[src/rtl/fifo_flex.sv]
// Parametrised single-clock circular-buffer FIFO with registered or fall-through read,
// occupancy count, programmable almost-full/almost-empty thresholds, flush and sticky error flags.
module fifo_flex #(
    parameter int WIDTH         = 8,
    parameter int DEPTH         = 32,
    parameter int POINTER_WIDTH = $clog2(DEPTH),
    parameter int FWFT          = 0,
    parameter int AFULL_THRESH  = DEPTH - 4,
    parameter int AEMPTY_THRESH = 4
) (
    input  logic                     clk,
    input  logic                     rst_n,
    input  logic                     clr,
    input  logic                     wr_en,
    input  logic [WIDTH-1:0]         din,
    output logic                     full,
    output logic                     almost_full,
    input  logic                     rd_en,
    output logic [WIDTH-1:0]         dout,
    output logic                     empty,
    output logic                     almost_empty,
    output logic [POINTER_WIDTH:0]   count,
    output logic                     overflow,
    output logic                     underflow
);

    localparam int PW = POINTER_WIDTH;
    localparam logic [PW:0] L_AFULL  = AFULL_THRESH[PW:0];
    localparam logic [PW:0] L_AEMPTY = AEMPTY_THRESH[PW:0];

    logic [WIDTH-1:0] r_mem [DEPTH];
    logic [PW:0]      r_wrPtr;
    logic [PW:0]      r_rdPtr;
    logic             r_overflow;
    logic             r_underflow;

    logic [PW:0]      w_count;
    logic [PW-1:0]    w_wrIdx;
    logic [PW-1:0]    w_rdIdx;
    logic             w_full;
    logic             w_empty;
    logic             w_rdAcc;
    logic             w_wrAcc;

    assign w_wrIdx = r_wrPtr[PW-1:0];
    assign w_rdIdx = r_rdPtr[PW-1:0];
    assign w_count = r_wrPtr - r_rdPtr;
    assign w_full  = (r_wrPtr[PW] != r_rdPtr[PW]) && (w_wrIdx == w_rdIdx);
    assign w_empty = (r_wrPtr == r_rdPtr);

    // A write into a full FIFO is only safe when the head slot is being vacated this cycle.
    assign w_rdAcc = rd_en && !w_empty;
    assign w_wrAcc = wr_en && (!w_full || w_rdAcc);

    assign full         = w_full;
    assign empty        = w_empty;
    assign count        = w_count;
    assign almost_full  = (w_count >= L_AFULL);
    assign almost_empty = (w_count <= L_AEMPTY);
    assign overflow     = r_overflow;
    assign underflow    = r_underflow;

    always_ff @(posedge clk or negedge rst_n) begin
        if (!rst_n) begin
            r_wrPtr <= '0;
            r_rdPtr <= '0;
        end else if (clr) begin
            r_wrPtr <= '0;
            r_rdPtr <= '0;
        end else begin
            if (w_wrAcc) r_wrPtr <= r_wrPtr + 1'b1;
            if (w_rdAcc) r_rdPtr <= r_rdPtr + 1'b1;
        end
    end

    always_ff @(posedge clk or negedge rst_n) begin
        if (!rst_n) begin
            r_overflow  <= 1'b0;
            r_underflow <= 1'b0;
        end else if (clr) begin
            r_overflow  <= 1'b0;
            r_underflow <= 1'b0;
        end else begin
            if (wr_en && !w_wrAcc) r_overflow  <= 1'b1;
            if (rd_en && w_empty)  r_underflow <= 1'b1;
        end
    end

    // Storage is deliberately left out of reset; the pointers alone define validity.
    always_ff @(posedge clk) begin
        if (w_wrAcc && !clr) r_mem[w_wrIdx] <= din;
    end

    if (FWFT == 0) begin : g_regRead
        logic [WIDTH-1:0] r_dout;

        always_ff @(posedge clk or negedge rst_n) begin
            if (!rst_n) begin
                r_dout <= '0;
            end else if (clr) begin
                r_dout <= '0;
            end else if (w_rdAcc) begin
                r_dout <= r_mem[w_rdIdx];
            end
        end

        assign dout = r_dout;
    end else begin : g_fwft
        assign dout = r_mem[w_rdIdx];
    end

endmodule

[config.mk]
export PLATFORM = sky130hd
export DESIGN_NAME = fifo_flex
export DESIGN_NICKNAME = d
export VERILOG_FILES = /design/src/rtl/fifo_flex.sv
export SDC_FILE = /design/constraint.sdc
export NUM_CORES = 1
export LEC_CHECK = 0
export BUFFER_PORTS_ARGS = -buffer_cell sky130_fd_sc_hd__buf_2
export CAP_MARGIN = 10
export CORE_ASPECT_RATIO = 0.75
export CORE_MARGIN = 5
export CORE_UTILIZATION = 35
export DETAILED_ROUTE_END_ITERATION = 16
export SLEW_MARGIN = 25
export SYNTH_ARGS = -nofsm -noshare
export SYNTH_HDL_FRONTEND = slang
export SYNTH_SLANG_ARGS = --single-unit
[constraint.sdc]
create_clock -name clk -period 3 [get_ports clk]
set_input_delay 0.3 -clock clk [delete_from_list [all_inputs] [get_ports clk]]
set_output_delay 0.3 -clock clk [all_outputs]
set_load 0.005 [all_outputs]
==> results of run 1 <==
report_power, final:
group | internal (mW) | total, mW | switching, mW
combinational | 0.496 | 1.11 | 0.618
clock | 1.74 | 3.16 | 1.42
sequential | 4.27 | 4.31 | 0.0358
cells by family (layout without fill, tap and decap cells):
family	after synthesis	in the layout	share of synthesized area
simple gates	96	96	0.03836
mux	80	80	0.1268
xor+xnor	14	14	0.01102
fa+ha+maj	11	11	0.01305
flops	278	278	0.7406
buf+inv	38	138	0.01833
compound gates	76	76	0.05186
worst paths after layout:
| check | cells after the start | to | slack (ns) | startpoint |
|---|---|---|---|---|
| max | 8 | almost_empty | 0.09 | r_wrPtr[0]$_DFFE_PN0P_ |
| min | 3 | overflow$_DFFE_PN0P_ | 0.05 | wr_en |
| max reg2reg | 9 | r_mem[27][4]$_DFFE_PP_ | 0.20 | r_rdPtr[3]$_DFFE_PN0P_ |
| min reg2reg | 2 | overflow$_DFFE_PN0P_ | 0.50 | overflow$_DFFE_PN0P_ |
| max in group asynchronous | 2 | r_rdPtr[0]$_DFFE_PN0P_ | 2.30 | rst_n |
| min in group asynchronous | 2 | r_rdPtr[0]$_DFFE_PN0P_ | 0.28 | rst_n |
registers in the layout (all words and copies together), names as in the netlist:
| signal | count |
|---|---|
| r_rdPtr | 6 |
| overflow | 1 |
| dout | 8 |
| underflow | 1 |
| r_mem | 256 |
| r_wrPtr | 6 |
timing repair:
item,CTS,global route
endpoints found under the hold margin,22,0
endpoints found under the setup margin,2,101
hold buffers,1,0
resized for setup,2,10
gates cloned,0,0
layout by cell type, fill, tap and decap left out, types with 13 or more instances in the layout:
cell type and instances:
edfxtp_1 256, nor2_1 56, mux4_2 46, buf_4 46, buf_2 32, mux2i_1 31, clkbuf_16 27, a21oi_1 20
dfrtp_1 19, a22o_1 14, nand2_1 13
layer usage:
layer,vias to the layer above,wire (um),GRT usage
met5,-,0,0
met4,0,537,0.02995
met3,40,2062,0.03280
met2,247,11460,0.2205
met1,3109,12100,0.2255
li1,2573,-,-
worst reg2reg max path, cell delays in order (launching register included):
cell and delay, ns:
dfrtp_2 0.44, inv_1 0.12, ha_1 0.34, and4_1 0.22, nand2_1 0.12, o31ai_1 0.40, nor2_1 0.17, nand2_1 0.44
nor2_1 0.11, buf_4 0.20
metrics by stage:
step                setup TNS, ns  worst slack [ns]
floorplan                       0            0.1959
global placement                0            0.2604
detailed placement              0            0.1807
CTS                             0           0.02577
global route             -0.05803          -0.05362
finish                          0           0.08511
cell type report:
type	instances	area [um2]	share of cell area
clock buffer	32	694.4	0.05406
inverter	11	41.29	0.003214
multi-input combinational	277	2715	0.2114
clock inverter	15	106.4	0.008280
timing repair buffer	80	535.5	0.04169
tap	406	508.0	0.03955
sequential	278	8244	0.6418
==> flow_summary.yaml, run 1 <==
finish:
  area_growth_pct: 15.48
  fin_util: 0.4101
  nFillCells: 2729
  antenna_cells: 0
  design_area_um2: 12840
  nNetsFinal: 699
  fin_cells: 1099
  drive_gt1_frac: 0.2612
sta:
  setup_viol: 0
  whs_ns: 0.05280
  worstMarginPinSlew_ns: 0.7339
  drv_slew: 0
  rsz0062_at_grt: "true"
  post-route-period-util: 0.9716
  fin_worst_skew_ns: 0.01103
  hold_viol: 0
  fmax_mhz: 343.1
  period_needed_ns: 2.915
  slew_headroom: 0.5107
placement:
  gp_congestion: 0.8709
  dpl.hpwl_mm: 16.89
  port_buffers: 32
  place_area_um2: 12000
  dp.cells: 1051
worst_setup_path:
  slowest_stage: "dfrtp_2"
  path_cells: "inv_1, ha_1, fa_1, o21ai_0, a21oi_1, xnor2_2, a2111oi_2, buf_2"
  cp_max_fo: 5
  crit_buf_inv: 2
  crit_family: "adder cells"
  start_kind: "flip-flop"
  worstPathArrival_ns: 2.61
  worstPathRequired_ns: 2.70
  criticalPathCategory: "flip-flop to primary output"
  worst_setup_path_end_kind: "primary output"
  slowest_delay_ns: 0.42
global_route:
  grt_pass1_wl_mm: 39.49
  gr-total-overflow: 0
  grt.total_usage: 0.1481
  antenna_found_initial: 0
  grt_start_max_net_pins: 60
  grt_pass1_vias: 6037
pwr:
  power_density_nw_per_um2: 668.4
  power_mw: 8.585
  ir_worst_vdd_uv: 336.4
  p_leak_nw: 4.233
synth:
  synthTopCellsByArea: "edfxtp_1 69%, mux4_2 9.3%, dfrtp_1 4.9%"
  synth_top_area_frac: 0.6911
  synth_warnings: 0
  synth_common_cells: "256 x edfxtp_1, 56 x nor2_1, 46 x mux4_2"
  postSynth.asyncResetShare: 0.07914
  ys_seq_area_frac: 0.7406
  synth_ff_type: "edfxtp_1"
  synthCells: 593
  synth_edf_count: 256
  synth-seq-cells: 278
  synth_nets: 617
  yosysMostFrequentCell: "edfxtp_1"
  synth_area_leader_cell: "edfxtp_1"
  yosysUniqueCellTypes: 46
  synth_area_per_cell_um2: 18.76
  syn-cell-area_um2: 11120
clock_network:
  cts_buffers: 27
  clock-sinks: 278
  worstSkewPairLatency_ns: 0.54
  postCtsSetupRepairBufs: 0
  cts_max_path_buffers: 3
  root_buffer: "clkbuf_16"
  cts_tree: "done"
  path_clk_slew_ns: 0.06
  h-tree-depth: 1
detailed_routing:
  dr.pass1.iters: 6
  vias: 5969
  drt_first_iter_violations: 593
  drt_wl_total_mm: 26.17
  routed_via_density: 5.431
  wl_per_cell_um: 23.81
  drc_errors: 0
  antenna_left: 0
floorplanning:
  rows: 56
  ioPinCount: 33
  fp.dieH_um: 164.4
  fp.dieArea_um2: 35480
  die_w_um: 215.9
  start_util: 0.3551
  coreArea_um2: 31320
flow_run:
  maxCapViolations: 0
outcome:
  outcome: "finished clean"
min_path:
  hold_class: "input pin to flip-flop"
(Power assumes the default switching activity.)
==> run 2: changes to the inputs <==
Settings changed: GPL_TIMING_DRIVEN set to 0.
==> run 2 against run 1 <==
Net effect: register-to-register slack gained 0.04 ns; via count shrank 1.6%; global-route usage grew 0.23 points; die area is the same; power grew 1.9%.
==> flow_summary.yaml, run 2 (synthesis gave the netlist of run 1 again) <==
worst_setup_path:
  r2r_end: "r_mem[8][7]$_DFFE_PP_"
  r2r_slack_ns: 0.24
  worstPathArrival_ns: 2.62
  worstPathRequired_ns: 2.70
  criticalPathCategory: "flip-flop to primary output"
  start_kind: "flip-flop"
  r2r-start: "r_rdPtr[2]$_DFFE_PN0P_"
  slowest_delay_ns: 0.42
  worst_setup_path_end_kind: "primary output"
  cp_max_fo: 19
  slowest_stage: "dfrtp_2"
  path_cells: "buf_12, clkinvlp_4, ha_4, o21ai_2, a21boi_2, or4_1, nand3_2, a2111oi_2, buf_2"
  rr_worst_depth: 9
pwr:
  p_leak_nw: 4.149
  ir_worst_vdd_uv: 506.5
  p_clk_frac: 0.373
  internal-power_mw: 6.623
  power_frac_seq: 0.492
  power_density_nw_per_um2: 671.9
  combPwrFrac: 0.135
  switching_power_mw: 2.123
  swShare: 0.2427
  power_mw: 8.746
detailed_routing:
  wl_per_cell_um: 24.58
  dr.pass1.iters: 5
  drt_wl_total_mm: 26.62
  drc_errors: 0
  drt_first_iter_violations: 482
  vias: 5871
  antenna_left: 0
  routed_via_density: 5.421
floorplanning:
  coreArea_um2: 31320
  fp.dieH_um: 164.4
  start_util: 0.3551
  rows: 56
  fp.dieArea_um2: 35480
  ioPinCount: 33
  die_w_um: 215.9
finish:
  final-seq-area_um2: 8242
  area_growth_pct: 17.02
  nNetsFinal: 681
  layout_commonest_cell: "edfxtp_1"
  largest_register_ffs: 256
  nFillCells: 2741
  multi_input_area_um2: 3000
  mostFrequentLayoutCells: "256 x edfxtp_1, 46 x mux4_2, 35 x buf_2"
  drive_gt1_frac: 0.2851
  fin_cells: 1083
  fin_util: 0.4156
  antenna_cells: 0
  regMostFlops: "r_mem"
  design_area_um2: 13020
placement:
  pre_cts_slack_ns: -1.072
  gp_congestion: 0.8785
  dpl.hpwl_mm: 17.48
  dp.cells: 1030
  port_buffers: 31
  place_area_um2: 11790
global_route:
  grt.total_usage: 0.1504
  grt_start_max_net_pins: 33
  grt_pass1_vias: 6059
  gr-total-overflow: 0
  grt_pass1_wl_mm: 39.68
  antenna_found_initial: 0
sta:
  final.setup.tns_ns: 0
  fmax_mhz: 342.9
  hold_viol: 0
  fin_worst_skew_ns: 0.01579
  post-route-period-util: 0.9721
  setup_viol: 0
  setup_ws_ns: 0.08370
  slew_headroom: 0.4581
  period_needed_ns: 2.916
  worstMarginPinSlew_ns: 0.8099
  whs_ns: 0.07593
  drv_slew: 0
clock_network:
  path_clk_slew_ns: 0.07
  clock-sinks: 278
  cts_tree: "done"
  h-tree-depth: 1
  cts_max_path_buffers: 3
  cts_buffers: 26
  root_buffer: "clkbuf_16"
  worstSkewPairLatency_ns: 0.55
min_path:
  worstHoldPathCells: 3
  min_to: "underflow$_DFFE_PN0P_"
  min_from: "rd_en"
  hold_class: "input pin to flip-flop"
flow_run:
  maxCapViolations: 0
outcome:
  outcome: "finished clean"
run 2: changes by cell type in the layout (fill, tap and decap cells not counted), sizes merged:
cell      change
buf          -31
inv           -3
clkinvlp      +2
clkbuf       +18
clkinv        -2
run 2: how the worst max path moves through the flow:
stage                                 startpoint                     end  slack [ns]
after global routing      r_rdPtr[2]$_DFFE_PN0P_            almost_empty       -0.04
after floorplan           r_rdPtr[2]$_DFFE_PN0P_  r_mem[30][0]$_DFFE_PP_        0.20
after CTS                 r_wrPtr[0]$_DFFE_PN0P_            almost_empty        0.03
after detailed placement  r_rdPtr[2]$_DFFE_PN0P_   r_mem[0][2]$_DFFE_PP_       -1.07
after global placement    r_rdPtr[2]$_DFFE_PN0P_   r_mem[9][1]$_DFFE_PP_       -0.87
final                     r_rdPtr[2]$_DFFE_PN0P_            almost_empty        0.08
run 2: critical path: cells and delay by family (launching register included):
kind	cells	cell delay, ns
fa+ha+maj	1	0.32
simple gates	2	0.25
flops	1	0.42
compound gates	3	0.54
buf+inv	3	0.54
run 2: per-layer routing:
metal,share of wire,track usage
met1,0.44,0.2161
met4,0.021,0.03140
met5,0,0
met3,0.078,0.03885
met2,0.46,0.2347
run 2: cell type report:
type / instances / share of cell area
well taps: 406 / 0.03903
inverters: 11 / 0.003653
clock inverters: 12 / 0.007209
flip-flops and latches: 278 / 0.6332
multi-input cells: 277 / 0.2305
clock buffers: 36 / 0.05758
plain buffers: 26 / 0.01327
repair buffers: 37 / 0.01557
run 2: timing repair:
action,4_1_cts,5_1_grt
endpoints found under the setup margin,276,259
pin swaps,1,0
hold buffers,1,0
gates resized for setup,84,10
setup buffers,2,3
gates cloned,0,0
endpoints found under the hold margin,22,0
run 2: power groups by stage:
stage,Combinational [mW],Clock (mW),Sequential (mW)
floorplan,0.732,0,4.38
global placement,1.10,0,4.38
detailed placement,1.13,0,4.39
CTS,1.16,3.30,4.30
global route,1.27,3.46,4.31
finish,1.18,3.26,4.30
